**config.mk**
```make
export PLATFORM = sky130hd
export DESIGN_NAME = rl_merge_arb_flat
export DESIGN_NICKNAME = d
export VERILOG_FILES = /design/src/rtl/rl_pkg.sv /design/src/rtl/rl_merge_arb_if.sv /design/src/rtl/rl_fifo.sv /design/src/rtl/rl_merge_arb.sv /design/src/flat_wrapper.sv
export SDC_FILE = /design/constraint.sdc
export NUM_CORES = 1
export LEC_CHECK = 0
export CORE_AREA = 3 3 124 78
export DETAILED_ROUTE_END_ITERATION = 6
export DIE_AREA = 0 0 127 81
export PLACE_DENSITY_LB_ADDON = 0.1
export SETUP_SLACK_MARGIN = 0.4
export SLEW_MARGIN = 25
export SYNTH_ARGS = -nofsm -noshare
export SYNTH_HDL_FRONTEND = slang
export SYNTH_HIERARCHICAL = 1
export SYNTH_SLANG_ARGS = --single-unit
```
**constraint.sdc**
```tcl
create_clock -name clk -period 6.6 [get_ports clk]
set_clock_uncertainty 0.15 [all_clocks]
set_input_delay 1.32 -clock clk [delete_from_list [all_inputs] [get_ports clk]]
set_output_delay 1.32 -clock clk [all_outputs]
set_load 0.005 [all_outputs]
```
**src/rtl/rl_pkg.sv**
```systemverilog
// rtl/rl_pkg.sv - shared types and helpers for the router-logic merge arbiter
package rl_pkg;

  localparam int WIDTH       = 11;
  localparam int TYPE_BIT    = 0;
  localparam int DEST_LSB    = 1;
  localparam int DEST_MSB    = 3;
  localparam int PAYLOAD_LSB = 4;

  // Packet layout, MSB first: payload[10:4], dest[3:1], type[0]
  typedef struct packed {
    logic [6:0] payload;
    logic [2:0] dest;
    logic       pkt_type;
  } rl_pkt_t;

  typedef enum logic {
    OS_EMPTY = 1'b0,
    OS_FULL  = 1'b1
  } os_state_t;

  // Round-robin scan position: (base + off) mod n, narrowed to an input index
  function automatic logic [1:0] rr_index(input logic [1:0] base, input int off, input int n);
    return 2'((int'(base) + off) % n);
  endfunction

endpackage

```
**src/rtl/rl_merge_arb_if.sv**
```systemverilog
// rtl/rl_merge_arb_if.sv - merge arbiter input/output stream bundle
interface rl_merge_arb_if #(
  parameter int WIDTH  = 11,
  parameter int NUM_IN = 3,
  parameter int CNT_W  = 16
);

  logic [NUM_IN-1:0]       in_valid;
  logic [NUM_IN-1:0]       in_ready;
  logic [NUM_IN*WIDTH-1:0] in_data;
  logic                    out_valid;
  logic                    out_ready;
  logic [WIDTH-1:0]        out_data;
  logic [1:0]              out_src;
  logic [CNT_W-1:0]        pkt_count;

  // Traffic side: sources feeding the inputs and the sink draining the output
  modport master (
    output in_valid, in_data, out_ready,
    input  in_ready, out_valid, out_data, out_src, pkt_count
  );

  // Arbiter side
  modport slave (
    input  in_valid, in_data, out_ready,
    output in_ready, out_valid, out_data, out_src, pkt_count
  );

endinterface

```
**src/rtl/rl_fifo.sv**
```systemverilog
// rtl/rl_fifo.sv - per-input synchronous FIFO with wrap-bit pointers
module rl_fifo #(
  parameter int WIDTH = 11,
  parameter int DEPTH = 2
) (
  input  logic             clk,
  input  logic             reset,
  input  logic             push,
  input  logic             pop,
  input  logic [WIDTH-1:0] din,
  output logic             full,
  output logic             empty,
  output logic [WIDTH-1:0] head
);

  localparam int AW = $clog2(DEPTH);

  logic [AW:0]      wr_ptr;
  logic [AW:0]      rd_ptr;
  logic [WIDTH-1:0] mem [DEPTH];
  logic             do_push;
  logic             do_pop;

  // The extra pointer bit tells a full FIFO from an empty one when the indices match
  assign empty   = (wr_ptr == rd_ptr);
  assign full    = (wr_ptr[AW] != rd_ptr[AW]) && (wr_ptr[AW-1:0] == rd_ptr[AW-1:0]);
  assign do_push = push && !full;
  assign do_pop  = pop && !empty;
  assign head    = mem[rd_ptr[AW-1:0]];

  // Pointer advance; reset discards any buffered packets
  always_ff @(posedge clk or posedge reset) begin
    if (reset) begin
      wr_ptr <= '0;
      rd_ptr <= '0;
    end else begin
      if (do_push) wr_ptr <= wr_ptr + {{AW{1'b0}}, 1'b1};
      if (do_pop)  rd_ptr <= rd_ptr + {{AW{1'b0}}, 1'b1};
    end
  end

  // Storage write; contents are meaningless until the pointers say otherwise
  always_ff @(posedge clk) begin
    if (do_push) mem[wr_ptr[AW-1:0]] <= din;
  end

endmodule

```
**src/rtl/rl_merge_arb.sv**
```systemverilog
// rtl/rl_merge_arb.sv - round-robin merge of per-direction packet streams into one output
module rl_merge_arb
  import rl_pkg::*;
#(
  parameter int WIDTH      = rl_pkg::WIDTH,
  parameter int NUM_IN     = 3,
  parameter int FIFO_DEPTH = 2,
  parameter int CNT_W      = 16
) (
  input  logic          clk,
  input  logic          reset,
  rl_merge_arb_if.slave bus
);

  logic [NUM_IN-1:0] push;
  logic [NUM_IN-1:0] pop;
  logic [NUM_IN-1:0] full;
  logic [NUM_IN-1:0] empty;
  logic [WIDTH-1:0]  head [NUM_IN];

  os_state_t         state;
  logic [1:0]        last_grant;
  logic [WIDTH-1:0]  out_data_q;
  logic [1:0]        out_src_q;
  logic [CNT_W-1:0]  cnt_q;

  logic [1:0]        win_idx;
  logic              win_found;
  logic              load;

  // Ready reflects only fullness, so a full FIFO refuses even on a popping cycle
  assign bus.in_ready = ~full;
  assign push         = bus.in_valid & ~full;

  for (genvar i = 0; i < NUM_IN; i++) begin : g_fifo
    rl_fifo #(
      .WIDTH (WIDTH),
      .DEPTH (FIFO_DEPTH)
    ) u_fifo (
      .clk   (clk),
      .reset (reset),
      .push  (push[i]),
      .pop   (pop[i]),
      .din   (bus.in_data[i*WIDTH +: WIDTH]),
      .full  (full[i]),
      .empty (empty[i]),
      .head  (head[i])
    );
  end

  // Winner: first non-empty input after the last grant, wrapping around
  always_comb begin
    win_idx   = '0;
    win_found = 1'b0;
    for (int k = 1; k <= NUM_IN; k++) begin
      if (!win_found && !empty[rr_index(last_grant, k, NUM_IN)]) begin
        win_found = 1'b1;
        win_idx   = rr_index(last_grant, k, NUM_IN);
      end
    end
  end

  // Refill the output stage when it is empty or being drained this cycle
  assign load = ((state == OS_EMPTY) || bus.out_ready) && win_found;

  // Only the winning FIFO is popped, and only on a load
  always_comb begin
    pop = '0;
    if (load) pop[win_idx] = 1'b1;
  end

  // Output stage: holds one packet, stable while the sink stalls
  always_ff @(posedge clk or posedge reset) begin
    if (reset) begin
      state      <= OS_EMPTY;
      out_data_q <= '0;
      out_src_q  <= '0;
      last_grant <= 2'(NUM_IN - 1);
      cnt_q      <= '0;
    end else begin
      if ((state == OS_FULL) && bus.out_ready) cnt_q <= cnt_q + {{(CNT_W-1){1'b0}}, 1'b1};
      if (load) begin
        out_data_q <= head[win_idx];
        out_src_q  <= win_idx;
        last_grant <= win_idx;
      end
      case (state)
        OS_EMPTY: if (load) state <= OS_FULL;
        OS_FULL:  if (bus.out_ready && !load) state <= OS_EMPTY;
        default:  state <= OS_EMPTY;
      endcase
    end
  end

  assign bus.out_valid = (state == OS_FULL);
  assign bus.out_data  = out_data_q;
  assign bus.out_src   = out_src_q;
  assign bus.pkt_count = cnt_q;

endmodule

```
**src/flat_wrapper.sv**
```systemverilog
// flat-port wrapper written by rule: the top's interface ports become plain ports
module rl_merge_arb_flat import rl_pkg::*;
#(
  parameter int WIDTH      = rl_pkg::WIDTH,
  parameter int NUM_IN     = 3,
  parameter int FIFO_DEPTH = 2,
  parameter int CNT_W      = 16
)
  (clk, reset, bus_in_valid, bus_in_data, bus_out_ready, bus_in_ready, bus_out_valid, bus_out_data, bus_out_src, bus_pkt_count);
  rl_merge_arb_if #(.WIDTH(WIDTH), .NUM_IN(NUM_IN), .CNT_W(CNT_W)) bus_i ();
  input  logic clk;
  input  logic reset;
  input wire logic [$bits(bus_i.in_valid)-1:0] bus_in_valid;
  input wire logic [$bits(bus_i.in_data)-1:0] bus_in_data;
  input wire logic [$bits(bus_i.out_ready)-1:0] bus_out_ready;
  output wire logic [$bits(bus_i.in_ready)-1:0] bus_in_ready;
  output wire logic [$bits(bus_i.out_valid)-1:0] bus_out_valid;
  output wire logic [$bits(bus_i.out_data)-1:0] bus_out_data;
  output wire logic [$bits(bus_i.out_src)-1:0] bus_out_src;
  output wire logic [$bits(bus_i.pkt_count)-1:0] bus_pkt_count;
  assign bus_i.in_valid = bus_in_valid;
  assign bus_i.in_data = bus_in_data;
  assign bus_i.out_ready = bus_out_ready;
  assign bus_in_ready = bus_i.in_ready;
  assign bus_out_valid = bus_i.out_valid;
  assign bus_out_data = bus_i.out_data;
  assign bus_out_src = bus_i.out_src;
  assign bus_pkt_count = bus_i.pkt_count;
  rl_merge_arb #(.WIDTH(WIDTH), .NUM_IN(NUM_IN), .FIFO_DEPTH(FIFO_DEPTH), .CNT_W(CNT_W)) u_core (.clk(clk), .reset(reset), .bus(bus_i));
endmodule
```
# --- Word-level counts from Yosys, hierarchy flattened ---
# Memory sizes are Yosys's and may differ from the RTL's.
# Cells that the tools add are included.
totals:
  register_bits: 44
  mem_bits_rw: 66
  memories: 3
  word_cells: 99
  in_bits: 39
  out_inout_bits: 33
mem_list:
  columns: ["name", "depth", "word_bits", "rd", "rd_clocked_by_memory_dff", "wr", "line_no", "source"]
  rows:
  - ["u_core.g_fifo[0].u_fifo.mem", 2, 11, 1, 0, 1, "rl_fifo.sv:20", "logic [WIDTH-1:0] mem [DEPTH];"]
  - ["u_core.g_fifo[1].u_fifo.mem", 2, 11, 1, 0, 1, "rl_fifo.sv:20", null]
  - ["u_core.g_fifo[2].u_fifo.mem", 2, 11, 1, 0, 1, "rl_fifo.sv:20", null]
op_classes:
  n_reduce_logical: 26
  addsub: 10
  mux: 27
  n_eq_ne: 9
  bitwise: 4
  magnitude_cmp: 6
  n_div: 3
op_table:
  columns: ["cell", "n"]
  rows:
  - ["$mod 32x3->32 const B", 3]
  - ["$bmux 11 s2", 1]
  - ["$mux 11", 2]
  - ["$add 16x1->16 const B", 1]
  - ["$logic_and 1x1->1", 15]
  - ["$mux 1", 15]
  - ["$add 2x1->2 const B", 6]
  - ["$lt 2x3->1 const B", 4]
  - ["$logic_not 1->1", 10]
  - ["$add 2x2->3 const B", 2]
  - ["$bmux 1 s2", 3]
  - ["$eq 2x2->1", 3]
  - ["$mux 2", 3]
  - ["$add 2x1->3 const B", 1]
  - ["$and 3x3->3", 1]
  - ["$eq 1x1->1", 3]
  - ["$ge 3x3->1 const B", 1]
  - ["$mux 3", 1]
  - ["$ne 1x1->1", 3]
  - ["$not 2->3", 1]
  - ["$not 3->3", 1]
  - ["$demux 1 s2", 1]
  - ["$ge 2x1->1 const B", 1]
  - ["$pmux 1 s2", 1]
  - ["other kinds (2)", 2]

# --- Longest topological paths before layout ---
depth:
  ltp_word: 16
  mapped_depth: 14
  ltp_nobuf: 11

# --- By module ---
# The synthesis kept the hierarchy.
by_module_without_submodules:
  columns: ["mod", "area_each_um2", "cells_each", "n_inst", "seq_area_each_um2"]
  rows:
  - ["rl_fifo", 1046.0, 61, 3, 760.7]
  - ["rl_merge_arb", 1875.5, 190, 1, 777.0]

# --- Worst setup path before layout ---
# No wires, ideal clock.
synth_path:
  kind: "flip-flop to flip-flop"
  startpoint: "register u_core.g_fifo[2].u_fifo.rd_ptr[0]"
  endpoint: "register u_core.g_fifo[2].u_fifo.rd_ptr[0]"
  required_ps: 6325
  path_slack_ps: 3555
  path_buffers: 3
  t_arrival_ps: 2770
  path_stages_with_launch: 13
  setup_time_ps: 125
  period_less_slack_ps: 3045
  path_cell_list: "dfrtp_1 buf_2 buf_2 xor2_1 nor2_1 nor2b_4 a2111oi_4 nor2_2 o311a_1 or2_1 buf_6 inv_2 mux2_2"
synth_via:
  elab_chain_len: 15
  elab_cells_between_ends: 28
  cone_classes: "add/sub: 1; order compare: 2; eq/ne: 1; mux: 15; reduce/logical: 9"
synth_rtl:
  columns: ["item", "line_no", "source"]
  rows:
  - ["start: declaration", "rl_fifo.sv:19", "logic [AW:0] rd_ptr;"]
  - ["start signal: assignment", "rl_fifo.sv:38", "if (do_pop) rd_ptr <= rd_ptr + {{AW{1'b0}}, 1'b1};"]
  - ["$eq 2x2->1 *", "rl_fifo.sv:25", "assign empty = (wr_ptr == rd_ptr);"]
  - ["via u_core.empty[2]", "rl_merge_arb.sv:18", "logic [NUM_IN-1:0] empty;"]
  - ["$bmux 1 s2", "rl_merge_arb.sv:56", "if (!win_found && !empty[rr_index(last_grant, k, NUM_IN)]) begin"]
  - ["$mux 1 (implied by the code)", "rl_merge_arb.sv:56", null]
  - ["$logic_not 1->1", "rl_merge_arb.sv:56", null]
  - ["$logic_and 1x1->1", "rl_merge_arb.sv:56", null]
  - ["$mux 1", "rl_merge_arb.sv:56", null]
  - ["$logic_not 1->1", "rl_merge_arb.sv:56", null]
  - ["$logic_and 1x1->1", "rl_merge_arb.sv:56", null]
  - ["$mux 2", "rl_merge_arb.sv:56", null]
  - ["$lt 2x3->1 (implied by the code) or $ge 2x1->1 (tied branches)", "rl_merge_arb.sv:69", "if (load) pop[win_idx] = 1'b1;"]
  - ["$logic_and 1x1->1 (implied by the code)", "rl_merge_arb.sv:69", null]
  - ["$mux 1 (implied by the code)", "rl_merge_arb.sv:69", null]
  - ["$demux 1 s2", null, null]
  - ["$mux 3 *", "rl_merge_arb.sv:69", null]
  - ["via u_core.pop[2]", "rl_merge_arb.sv:16", "logic [NUM_IN-1:0] pop;"]
  - ["$logic_and 1x1->1 *", "rl_fifo.sv:28", "assign do_pop = pop && !empty;"]
# Mark *: on every way through the listed nets, which the timed path passes. The rest lies on a longest branch. The select of a mux whose other input is x is not followed.
# A chain may end at the register's enable or synchronous reset.

# --- Worst setup path in the final report ---
layout_path:
  startpoint: "register u_core.g_fifo[1].u_fifo.rd_ptr[0]"
  endpoint: "register u_core.g_fifo[2].u_fifo.rd_ptr[0]"
layout_via:
  elab_chain_len: 15
  elab_cells_between_ends: 26
  cone_classes: "order compare: 2; eq/ne: 1; mux: 15; reduce/logical: 8"
layout_rtl:
  columns: ["item", "line_no"]
  rows:
  - ["start: declaration", "rl_fifo.sv:19"]
  - ["start signal: assignment", "rl_fifo.sv:38"]
  - ["$eq 2x2->1 *", "rl_fifo.sv:25"]
  - ["via u_core.empty[1]", "rl_merge_arb.sv:18"]
  - ["$bmux 1 s2", "rl_merge_arb.sv:56"]
  - ["$mux 1 (implied by the code)", "rl_merge_arb.sv:56"]
  - ["$logic_not 1->1", "rl_merge_arb.sv:56"]
  - ["$logic_and 1x1->1", "rl_merge_arb.sv:56"]
  - ["$mux 1", "rl_merge_arb.sv:56"]
  - ["$logic_not 1->1", "rl_merge_arb.sv:56"]
  - ["$logic_and 1x1->1", "rl_merge_arb.sv:56"]
  - ["$mux 2", "rl_merge_arb.sv:56"]
  - ["$lt 2x3->1 (implied by the code) or $ge 2x1->1 (tied branches)", "rl_merge_arb.sv:69"]
  - ["$logic_and 1x1->1 (implied by the code)", "rl_merge_arb.sv:69"]
  - ["$mux 1 (implied by the code)", "rl_merge_arb.sv:69"]
  - ["$demux 1 s2", null]
  - ["$mux 3 *", "rl_merge_arb.sv:69"]
  - ["via u_core.pop[2]", "rl_merge_arb.sv:16"]
  - ["$logic_and 1x1->1 *", "rl_fifo.sv:28"]
# Marked as above.

==> metrics.txt <==
overall routing resource usage 0.214; DRC 0; Max Cap Viol 0; crit end category register; Min Clock Period, post-route 3600 ps; area growth from synthesis to layout 21.3%; hold path endpoint u_core/bus.out_src[1]$_DFFE_PP0P_; crit path max fanout 19; Synth Cell Area 5010 sq um; Buf/Inv on CP 2; commonest non-fill, non-tap cell in the layout clkdlybuf4s50_1; CTS tree built; DPL Wire Length 7550 um; Die Y 81 um; Via density 5.54; register share of total power 0.372; Worst EP arrival 3680 ps; vias in the first global route 3084; R2R setup slack 3000 ps; crit-path cells xor2_1, nor2_1, inv_1, a2111oi_4, nor2_2, o311a_1, or2_1, inv_2, mux2_2; Logic pwr share 0.471; initial antenna violation count 0; startpoint types register; worst hold stages 2; Die Span X 127 um; Max Clk Rate 0.278 GHz; Syn Nets 417; Final Hold Fails 0; CTS Buf Count 9; Slew Limit Fails 0; Least-Margin Pin Slew 1010 ps; floorplan row count 26; Critical Path Max Stage Delay 780 ps; violation count after the first detailed-route iteration 226; Final period util 0.546; clock root cell clkbuf_16; Initial Util 0.588; die area 10300 sq um; Reg clk slew, reported paths 70 ps; Sinks on Clock Net 109; First-pass DRT Iterations 4; synth warn 6; unrepaired setup endpoints after global routing no; Sw Pwr 1.23 mW; setup tns final 0 ps; most frequent cells in the layout clkdlybuf4s50_1 (71), edfxtp_1 (66), dfrtp_1 (42); Post-synth ARST share 0.394; total gr overflow 0; CP max stage cell dfrtp_1; switch share 0.387; pin count of the biggest net entering global routing 32; number of instances in the placed design 544; Synth Flop Type edfxtp_1; Net count, final 487; Vias 3102; gpl congestion 0.873; Post-synth EDFFs 66; clock power share 0.157; Avg Cell Area, Syn 13.4 sq um; H-tree levels 3; Register-to-Register Path Depth 9; Fillers 616; setup ws final 3000 ps; drt total wl 10100 um; Crit Reg-Reg Endpoint u_core/g_fifo[2].u_fifo/rd_ptr[0]$_DFFE_PP0P_; DP Worst Slack 3030 ps; pwr/cell area 520 nW/um^2; flops & latches, synth 109; Final Cell Area 6080 sq um; P_int 1.94 mW; CTS Hold Bufs 0; worst-skew pair later-pin latency 340 ps; Mapped Cells 373; fraction of layout cells with a size suffix above 1 0.183; clk buf depth 2; CP required 6680 ps; Cell Count, Final, Fillers Out 560; CP top delay family simple AND/OR/NAND/NOR gates; PortBufs 71; status completed; leak pwr 2.39 nW; first-pass GRT wire length 16600 um; post-cts repair resize count 0; Setup-failing EPs final 0; WP depth 9; register area share after synthesis 0.610; ANT nets after route 0; setup bufs post-CTS 0; DR WL/cell 18.1 um; worst rel slew slack 0.324; core area 8520 sq um; Min-Delay Path Class register to register; io pins 72; post-synthesis cell type count 45; Worst R2R Start u_core/g_fifo[1].u_fifo/rd_ptr[0]$_DFFE_PP0P_; Hold Path Origin u_core/bus.out_src[1]$_DFFE_PP0P_; Placed Area 5810 sq um; critical path class register to register; ANT cells 0; Worst IR Drop VDD 307 uV
layer usage:
layer  track usage  wire length (um)  up-vias
met2         0.314              4480       78
met4        0.0460                55        0
met5             0                 0        -
met3        0.0558               575        6
met1         0.322              5040     1556
li1              -                 -     1462
flip-flops by register name, indices dropped and copies added, names as in the netlist:
register	cells
u_core/bus.out_valid	1
u_core/bus.out_src	2
u_core/last_grant	1
u_core/g_fifo.u_fifo/rd_ptr	6
u_core/bus.out_data	11
u_core/g_fifo.u_fifo/mem	66
u_core/bus.pkt_count	16
u_core/g_fifo.u_fifo/wr_ptr	6
kinds of logic after synthesis:
logic type                 after synthesis  share of synthesized area
AOI/OAI and AO/OA                       43                     0.0799
xor gates and xnor gates                24                     0.0464
adders and majority gates                5                     0.0125
buffers and inverters                   42                     0.0372
DFF                                    109                      0.610
muxes                                   58                      0.125
and+or+nand+nor                         92                     0.0886
through the flow:
stage	hold WS [ps]	utilization	power, mW
after floorplan	308	-	2.21
after global placement	306	0.680	2.63
after detailed placement	315	0.681	2.66
after CTS	333	0.713	3.17
after global routing	344	0.714	3.36
final	328	0.714	3.16
layout make-up:
type / count / area [sq um] / share of cell area
clock buffer: 9 / 225 / 0.0370
multi-input combinational: 222 / 1780 / 0.293
tap: 112 / 140 / 0.0230
sequential: 109 / 3060 / 0.503
inverter: 28 / 105 / 0.0173
timing repair buffer: 73 / 726 / 0.119
clock inverter: 7 / 47.5 / 0.00782
power groups by stage:
stage | clock network (mW) | logic, mW | registers (mW)
floorplan | 0 | 1.11 | 1.10
global placement | 0 | 1.44 | 1.18
detailed placement | 0 | 1.47 | 1.19
CTS | 0.509 | 1.48 | 1.18
global route | 0.541 | 1.61 | 1.21
finish | 0.496 | 1.49 | 1.18
how the worst max path moves through the flow:
stage	end	startpoint	slack, ps
2_1_floorplan	u_core/g_fifo[2].u_fifo/rd_ptr[0]$_DFFE_PP0P_	u_core/g_fifo[2].u_fifo/rd_ptr[0]$_DFFE_PP0P_	3560
3_3_place_gp	u_core/g_fifo[2].u_fifo/mem[1][6]$_DFFE_PP_	bus_in_valid[2]	3030
6_report	u_core/g_fifo[2].u_fifo/rd_ptr[0]$_DFFE_PP0P_	u_core/g_fifo[1].u_fifo/rd_ptr[0]$_DFFE_PP0P_	3000
4_1_cts	bus_in_ready[2]	u_core/g_fifo[2].u_fifo/rd_ptr[0]$_DFFE_PP0P_	3060
5_1_grt	u_core/g_fifo[2].u_fifo/rd_ptr[0]$_DFFE_PP0P_	u_core/g_fifo[1].u_fifo/rd_ptr[0]$_DFFE_PP0P_	2830
3_5_place_dp	u_core/g_fifo[1].u_fifo/mem[1][9]$_DFFE_PP_	bus_in_valid[1]	3030
tightest hold or removal path: cells and delay by family (launching register included):
family	cells	cell delay (ps)
AND/OR/NAND/NOR	2	110
flip-flops	1	340
Yosys cell counts (all sizes together), types with 2 or more instances:
library cell | number | share of area
buf | 11 | 0.014
a21oi | 5 | 0.0057
o311a | 2 | 0.0040
or2b | 3 | 0.0045
o221ai | 11 | 0.030
nand2b | 5 | 0.0062
nand2 | 37 | 0.028
inv | 28 | 0.021
o21ai | 14 | 0.014
o211a | 3 | 0.0060
nand3 | 3 | 0.0030
and2b | 3 | 0.0052
ha | 5 | 0.012
dfrtp | 42 | 0.21
or3 | 3 | 0.0037
a211o | 3 | 0.0060
xnor2 | 13 | 0.027
nand4 | 4 | 0.0050
edfxtp | 66 | 0.40
clkbuf | 3 | 0.0022
nor2b | 5 | 0.0077
mux2i | 20 | 0.040
mux2 | 38 | 0.085
xor2 | 11 | 0.019
nor2 | 23 | 0.018
and2 | 2 | 0.0025
Note: power is estimated with default switching activity, not from simulation.
